[src/rtl/jt1942_objdma.sv]
// rtl/jt1942_objdma.sv - object-RAM DMA engine copying CPU object RAM into the sprite shadow RAM
//
// Purpose:
//   On each falling edge of LVBL (start of vertical blank) the engine requests
//   the CPU bus, then streams `len` words from the CPU-side object RAM read
//   port into the shadow object RAM, one word per cen tick. Losing the bus
//   mid-copy parks the engine in REQ; the word that was in flight is re-read
//   after the grant returns, so nothing is skipped or duplicated.
//
// Optional feature:
//   JT1942_OBJDMA_ABORT_EN - when defined, LVBL rising while busy aborts the
//   copy and pulses the extra `abort` output. When undefined the copy always
//   completes and the `abort` port does not exist.
//
// Ports:
//   clk, rst_n       clock, asynchronous active-low reset
//   cen              clock enable; state moves only on cen ticks
//   LVBL             active-low vertical blank
//   bus_ack/bus_req  CPU bus grant / request
//   src_addr, src_q  source RAM address and its registered read data
//   dst_addr, dst_data, dst_we  shadow RAM write port (writes on cen && dst_we)
//   busy, done       copy in progress / one-tick completion pulse
//   abort            one-tick abort pulse (JT1942_OBJDMA_ABORT_EN only)

module jt1942_objdma #(
  parameter int dw  = 8,
  parameter int aw  = 7,
  parameter int len = 128
) (
  input  logic          clk,
  input  logic          rst_n,
  input  logic          cen,
  input  logic          LVBL,
  input  logic          bus_ack,
  output logic          bus_req,
  output logic [aw-1:0] src_addr,
  input  logic [dw-1:0] src_q,
  output logic [aw-1:0] dst_addr,
  output logic [dw-1:0] dst_data,
  output logic          dst_we,
  output logic          busy,
`ifdef JT1942_OBJDMA_ABORT_EN
  output logic          abort,
`endif
  output logic          done
);

  localparam int cw = aw + 1;
  localparam logic [cw-1:0] LEN_C = cw'(len);

  typedef enum logic [1:0] {
    IDLE  = 2'd0,
    REQ   = 2'd1,
    PRIME = 2'd2,
    COPY  = 2'd3
  } state_t;

  state_t        state_q, state_d;
  logic [cw-1:0] rd_cnt_q, rd_cnt_d;
  logic          bus_req_q, bus_req_d;
  logic          busy_q, busy_d;
  logic          done_q, done_d;
  logic [aw-1:0] src_addr_q, src_addr_d;
  logic [aw-1:0] dst_addr_q, dst_addr_d;
  logic          lvbl_q, lvbl_d;
  logic [cw-1:0] rd_inc;
  logic [cw-1:0] rd_dec;
  logic          lvbl_fall;
  logic          abort_now;

  assign rd_inc    = rd_cnt_q + 1'b1;
  assign rd_dec    = rd_cnt_q - 1'b1;
  assign lvbl_fall = lvbl_q & ~LVBL;

`ifdef JT1942_OBJDMA_ABORT_EN
  logic abort_q, abort_d;
  // Abort is evaluated combinationally so the write that would land on the
  // aborting tick is suppressed and the shadow RAM keeps only earlier words.
  assign abort_now = busy_q & ~lvbl_q & LVBL;
  assign abort     = abort_q;
`else
  assign abort_now = 1'b0;
`endif

  always_comb begin
    state_d    = state_q;
    rd_cnt_d   = rd_cnt_q;
    bus_req_d  = bus_req_q;
    busy_d     = busy_q;
    done_d     = done_q;
    src_addr_d = src_addr_q;
    dst_addr_d = dst_addr_q;
    lvbl_d     = lvbl_q;
`ifdef JT1942_OBJDMA_ABORT_EN
    abort_d    = abort_q;
`endif
    if (cen) begin
      // LVBL history is tracked in every state so a fall seen while busy
      // is consumed and cannot fire once the copy finishes.
      lvbl_d = LVBL;
      done_d = 1'b0;
`ifdef JT1942_OBJDMA_ABORT_EN
      abort_d = 1'b0;
`endif
      case (state_q)
        IDLE: begin
          if (lvbl_fall) begin
            state_d   = REQ;
            rd_cnt_d  = '0;
            bus_req_d = 1'b1;
            busy_d    = 1'b1;
          end
        end
        REQ: begin
          if (bus_ack) begin
            state_d    = PRIME;
            src_addr_d = rd_cnt_q[aw-1:0];
          end
        end
        PRIME: begin
          if (bus_ack) begin
            state_d    = COPY;
            rd_cnt_d   = rd_inc;
            src_addr_d = rd_inc[aw-1:0];
            dst_addr_d = rd_cnt_q[aw-1:0];
          end else begin
            state_d = REQ;
          end
        end
        COPY: begin
          if (bus_ack) begin
            rd_cnt_d   = rd_inc;
            src_addr_d = rd_inc[aw-1:0];
            dst_addr_d = rd_cnt_q[aw-1:0];
            if (rd_cnt_q == LEN_C) begin
              state_d   = IDLE;
              done_d    = 1'b1;
              bus_req_d = 1'b0;
              busy_d    = 1'b0;
            end
          end else begin
            // The word read for this tick was never written; step back so
            // PRIME re-reads it once the bus returns.
            rd_cnt_d = rd_dec;
            state_d  = REQ;
          end
        end
        default: state_d = IDLE;
      endcase
`ifdef JT1942_OBJDMA_ABORT_EN
      if (abort_now) begin
        state_d   = IDLE;
        bus_req_d = 1'b0;
        busy_d    = 1'b0;
        done_d    = 1'b0;
        abort_d   = 1'b1;
      end
`endif
    end
  end

  always_ff @(posedge clk or negedge rst_n) begin
    if (!rst_n) begin
      state_q    <= IDLE;
      rd_cnt_q   <= '0;
      bus_req_q  <= 1'b0;
      busy_q     <= 1'b0;
      done_q     <= 1'b0;
      src_addr_q <= '0;
      dst_addr_q <= '0;
      lvbl_q     <= 1'b1;
`ifdef JT1942_OBJDMA_ABORT_EN
      abort_q    <= 1'b0;
`endif
    end else begin
      state_q    <= state_d;
      rd_cnt_q   <= rd_cnt_d;
      bus_req_q  <= bus_req_d;
      busy_q     <= busy_d;
      done_q     <= done_d;
      src_addr_q <= src_addr_d;
      dst_addr_q <= dst_addr_d;
      lvbl_q     <= lvbl_d;
`ifdef JT1942_OBJDMA_ABORT_EN
      abort_q    <= abort_d;
`endif
    end
  end

  assign bus_req  = bus_req_q;
  assign busy     = busy_q;
  assign done     = done_q;
  assign src_addr = src_addr_q;
  assign dst_addr = dst_addr_q;
  assign dst_we   = (state_q == COPY) && bus_ack && !abort_now;
  // The source RAM read port is already registered, so its output is the
  // pipeline stage for write data; it is gated to zero outside COPY so the
  // port idles (and resets) at zero.
  assign dst_data = (state_q == COPY) ? src_q : '0;

endmodule

[config.mk]
export PLATFORM = sky130hd
export DESIGN_NAME = jt1942_objdma
export DESIGN_NICKNAME = d
export VERILOG_FILES = /design/src/rtl/jt1942_objdma.sv
export SDC_FILE = /design/constraint.sdc
export NUM_CORES = 1
export LEC_CHECK = 0
export BUFFER_PORTS_ARGS = -buffer_cell sky130_fd_sc_hd__buf_2
export CAP_MARGIN = 10
export CELL_PAD_IN_SITES_DETAIL_PLACEMENT = 2
export CELL_PAD_IN_SITES_GLOBAL_PLACEMENT = 2
export CORE_ASPECT_RATIO = 0.6
export CORE_MARGIN = 1
export CORE_UTILIZATION = 27
export CTS_CLUSTER_SIZE = 24
export DETAILED_ROUTE_END_ITERATION = 10
export HOLD_SLACK_MARGIN = 0.02
export PLACE_DENSITY = 0.75
export SETUP_SLACK_MARGIN = 0.1
export SYNTH_ARGS = -nofsm -noshare
export SYNTH_HDL_FRONTEND = slang
export SYNTH_SLANG_ARGS = --single-unit
export TNS_END_PERCENT = 50
[constraint.sdc]
create_clock -name clk -period 1.64 [get_ports clk]
set_input_delay 0.082 -clock clk [delete_from_list [all_inputs] [get_ports clk]]
set_output_delay 0.082 -clock clk [all_outputs]
set_load 0.01 [all_outputs]
==> Word level (Yosys, flattened, before mapping) <==
Cells that the tools add are included.
{ "totals": {"regBits": 27, "inputBits": 13} }
{ "classes": {"addsub": 2, "n_eq_ne": 11, "muxes": 21, "bitwise_logic": 2, "reduce_logical": 11} }
{ "op_table": {"columns": ["cell", "n"], "rows": [
  ["$mux W8", 4],
  ["$pmux W8 S3", 1],
  ["$mux W7", 2],
  ["$pmux W7 S2", 1],
  ["$reduce_and A4 Y1", 3],
  ["$mux W2", 5],
  ["$ne A2 B2 Y1 const B", 5],
  ["$add A8 B1 Y8 const B", 1],
  ["$eq A8 B8 Y1 const B", 1],
  ["$pmux W2 S4", 1],
  ["$sub A8 B1 Y8 const B", 1],
  ["$mux W1", 6],
  ["$reduce_and A5 Y1", 1],
  ["$eq A2 B2 Y1 const B", 2],
  ["$reduce_bool A2 Y1", 2],
  ["$ne A3 B3 Y1 const B", 1],
  ["$reduce_and A3 Y1", 1],
  ["$reduce_bool A3 Y1", 1],
  ["$eq A2 B1 Y1 const B", 1],
  ["$logic_not A2 Y1", 1],
  ["$ne A2 B1 Y1 const B", 1],
  ["$pmux W1 S2", 1],
  ["$reduce_or A2 Y1", 1],
  ["$and A1 B1 Y1", 1],
  ["2 further kinds", 2]
]} }

==> Longest topological paths before layout <==
{ "logic_depth": {"depth_word": 4, "depth_mapped": 6, "ltp_nobuf": 6} }

==> Least setup slack after synthesis <==
No wires, ideal clock.
{ "synth_timing": {"kind": "register to register", "start": "register lvbl_q", "end": "register rd_cnt_q[5]", "setup_time_ns": 0.145, "arrival_ns": 1.385, "t_required_ns": 1.495, "path_slack_ns": 0.111, "stages_incl_launch_ff": 5, "n_path_buf": 0, "synth_period_minus_slack_ns": 1.529, "path_cell_list": "dfstp_2 > nor3b_1 > o221ai_2 > o21ai_0 > o221ai_1"} }
{ "synth_via": {"elab_chain_cells": 3} }
{ "synth_rtl": {"columns": ["element", "line_no", "source"], "rows": [
  ["start, declared", "65", "logic lvbl_q, lvbl_d;"],
  ["start signal, assigned", "183", "lvbl_q <= lvbl_d;"],
  ["$and A1 B1 Y1", "73", "assign lvbl_fall = lvbl_q & ~LVBL;"],
  ["$ne A2 B2 Y1 (no line)", null, null],
  ["$reduce_and A4 Y1 (no line)", null, null],
  ["end signal, assigned", "177", "rd_cnt_q <= rd_cnt_d;"],
  ["end, declared", "59", "logic [cw-1:0] rd_cnt_q, rd_cnt_d;"]
]} }
Every way passes these cells.
A chain may end at the register's enable or synchronous reset.

==> Final worst setup path <==
{ "layout_timing": {"start": "register rd_cnt_q[0]", "end": "register rd_cnt_q[7]"} }
{ "layout_via": {"elab_chain_cells": 3} }
{ "layout_rtl": {"columns": ["element", "line_no", "source"], "rows": [
  ["$sub A8 B1 Y8 or $add A8 B1 Y8 (tied branches)", "72, 71", null],
  ["$mux W8 (on tied branches)", "131, 121", null],
  ["$pmux W8 S3 *", "105", "case (state_q)"]
]} }
Mark *: on every way between the ends. The rest lies on a longest branch, timed or not. The select of a mux whose other input is x is not followed.

==> results.sh <==
export IMPL_diodes=0
export IMPL_fin_crit_ps=1530
export IMPL_clkLatencyLatePin_ps=280
export IMPL_ys_ff_latch=27
export IMPL_gp_congestion=0.788
export IMPL_ys_types=50
export IMPL_r2r_start="rd_cnt_q[0]"
export IMPL_ys_async_sr_fraction_pct=100
export IMPL_finalWirelength_mm=5.82
export IMPL_cp_max_fo=4
export IMPL_grt_pass1_wl_mm=9.49
export IMPL_cts_inserted_buffers=3
export IMPL_synth_edf_count=0
export IMPL_layout_common_cells="buf_2 (38), buf_4 (27), dfrtp_1 (23)"
export IMPL_worstReg2RegEnd="rd_cnt_q[7]"
export IMPL_drt_first_pass_iters=4
export IMPL_setup_viol=0
export IMPL_grt_pass1_vias=1769
export IMPL_syn_nets=196
export IMPL_ctsHtreeMaxLevel=1
export IMPL_ys_warn_count=0
export IMPL_status="complete, no violations"
export IMPL_cts_tree="yes"
export IMPL_core_mm2=0.00578
export IMPL_ant_nets=0
export IMPL_maxCapViolations=0
export IMPL_arrival_ps=1760
export IMPL_finalClockSkew_ps=3.16
export IMPL_slew_headroom_pct=55.1
export IMPL_place_area_mm2=0.00202
export IMPL_tightest_slew_ps=674
export IMPL_io_pins=39
export IMPL_rows=21
export IMPL_die_w_um=104
export IMPL_crit_path_start_kind="register"
export IMPL_layout_drive_gt1_share_pct=45.0
export IMPL_route_met2_wl_mm=2.74
export IMPL_ff2ff_path_depth=5
export IMPL_io_buffers=38
export IMPL_syn_avg_cell_area_um2=9.32
export IMPL_drt_met1_wl_mm=2.74
export IMPL_place_inst=305
export IMPL_met3WireLength_um=302
export IMPL_worstPathRequired_ps=1870
export IMPL_wl_per_cell_um=18.2
export IMPL_holdPathStages=2
export IMPL_num_vias=1662
export IMPL_grt_overflow=0
export IMPL_clockRootBuffer="clkbuf_8"
export IMPL_synthesis_area_mm2=0.00168
export IMPL_endpoint_kind="register"
export IMPL_timing_reg2reg_setup_slack_ps=110
export IMPL_drc=0
export IMPL_fin_setup_tns_ps=0
export IMPL_antenna_found_initial=0
export IMPL_hold_class="primary input to register"
export IMPL_finalNonFillerCells=320
export IMPL_fp_dieH_um=63.1
export IMPL_viasPerCell=5.19
export IMPL_slew_viol_final=0
export IMPL_synth_ff_type="dfrtp_1"
export IMPL_hold_path_end="lvbl_q"
export IMPL_track_usage_pct=18.6
export IMPL_hpwl_mm=4.09
export IMPL_grt_max_degree=28
export IMPL_drtIter0Drc=45
export IMPL_top_layer_used="met4"
export IMPL_ir_drop_v=0.000582
export IMPL_period_share_pct=93.5
export IMPL_syn_inst=180
export IMPL_layout_commonest_cell="buf_2"
export IMPL_hp_start="LVBL"
export IMPL_leakagePower_uw=0.00110
export IMPL_path_clk_slew_ps=100
export IMPL_powerDensity_mw_per_mm2=1630
export IMPL_start_util_pct=29.0
export IMPL_max_freq_ghz=0.652
export IMPL_rsz0062_at_grt="yes"
export IMPL_cts_sinks=27
export IMPL_worst_hold_slack_ps=86.6
export IMPL_clock_path_buffers=2
export IMPL_yosysSeqAreaShare_pct=40.3
export IMPL_layout_nets=257
export IMPL_syn_to_final_growth_pct=37.6
export IMPL_hold_violations=0
export IMPL_nFillCells=646
export IMPL_design_area_mm2=0.00231
export IMPL_dieArea_mm2=0.00654
export IMPL_crit_type="register to register"
## layer usage
metal	GRT usage (%)	vias to the layer above
li1	-	776
met1	25.7	836
met2	30.5	46
met3	3.62	4
met4	3.75	0
met5	0	-
## what timing repair did
| item | in CTS | in global routing |
|---|---|---|
| pin swaps | 3 | 3 |
| cloned | 0 | 1 |
| buffers inserted | 5 | 4 |
| endpoints found under the setup margin | 10 | 17 |
| hold endpoints to repair | 26 | 0 |
| resized for setup | 13 | 23 |
| hold buffers | 1 | 0 |
## cell usage after synthesis (3+ instances only)
library cell / n / area [um2]
and3b_1: 3 / 26.3
and3_1: 10 / 62.6
nor2_1: 4 / 15.0
nor3b_1: 3 / 22.5
nand3_1: 9 / 45.0
xor2_1: 4 / 35.0
nand2b_1: 3 / 18.8
a21oi_1: 8 / 40.0
dfrtp_1: 26 / 651
ha_1: 3 / 37.5
clkbuf_1: 7 / 26.3
clkbuf_8: 3 / 41.3
buf_4: 3 / 22.5
inv_1: 7 / 26.3
o21ai_0: 20 / 100
mux2_2: 5 / 56.3
nand2_1: 18 / 67.6
## state kept, by name (all words and copies together) (netlist names)
| signal | flops |
|---|---|
| busy | 1 |
| done | 1 |
| state_q | 2 |
| src_addr | 7 |
| rd_cnt_q | 8 |
| dst_addr | 7 |
| lvbl_q | 1 |
## critical path, cell delays in order (launching register included)
cell and delay (ps):
dfrtp_2 430, buf_6 130, nand4_2 120, or4_4 500, a211oi_2 180, a21o_1 110
## cells by family (layout without fill, tap and decap cells)
group,Yosys count,count (layout),share of synthesized area [%]
AOI/OAI and AO/OA,52,53,20.8
and+or+nand+nor,63,63,21.0
muxes,6,6,3.95
xor gates and xnor gates,6,6,3.13
DFF,27,27,40.3
buffers and inverters,23,82,8.58
adders and majority gates,3,3,2.24
## power breakdown
part	internal [uW]	total (uW)	leakage (uW)	switching, uW
clock network	175	406	0.0000228	231
registers	932	1170	0.000345	234
logic	1030	2180	0.000729	1150
total	2140	3750	0.00110	1620
## worst max-delay path by stage
stage / slack [ps] / startpoint / cells after the start / end
detailed placement: -30 / lvbl_q / 5 / rd_cnt_q[5]
CTS: 80 / rd_cnt_q[0] / 6 / rd_cnt_q[5]
global route: 30 / rd_cnt_q[0] / 7 / rd_cnt_q[6]
finish: 110 / rd_cnt_q[0] / 5 / rd_cnt_q[7]
floorplan: 110 / lvbl_q / 4 / rd_cnt_q[5]
global placement: 80 / lvbl_q / 5 / rd_cnt_q[5]
## stage by stage
stage               power [uW]  worst slack, ps  util, %
global route              4060             34.0     39.9
detailed placement        2950            -32.0     35.0
global placement          2870             80.3     35.0
CTS                       3550             79.8     37.5
finish                    3750              106     39.9
floorplan                 2200              111        -
## area by class of cell
class	instances	area [um2]	area share (%)
Tap cell	80	100	4.34
Multi-Input combinational cell	131	993	43.0
Clock buffer	4	45.0	1.95
Inverter	7	26.3	1.14
Timing Repair Buffer	71	463	20.1
Sequential cell	27	681	29.5
Note: power is estimated with default switching activity, not from simulation.
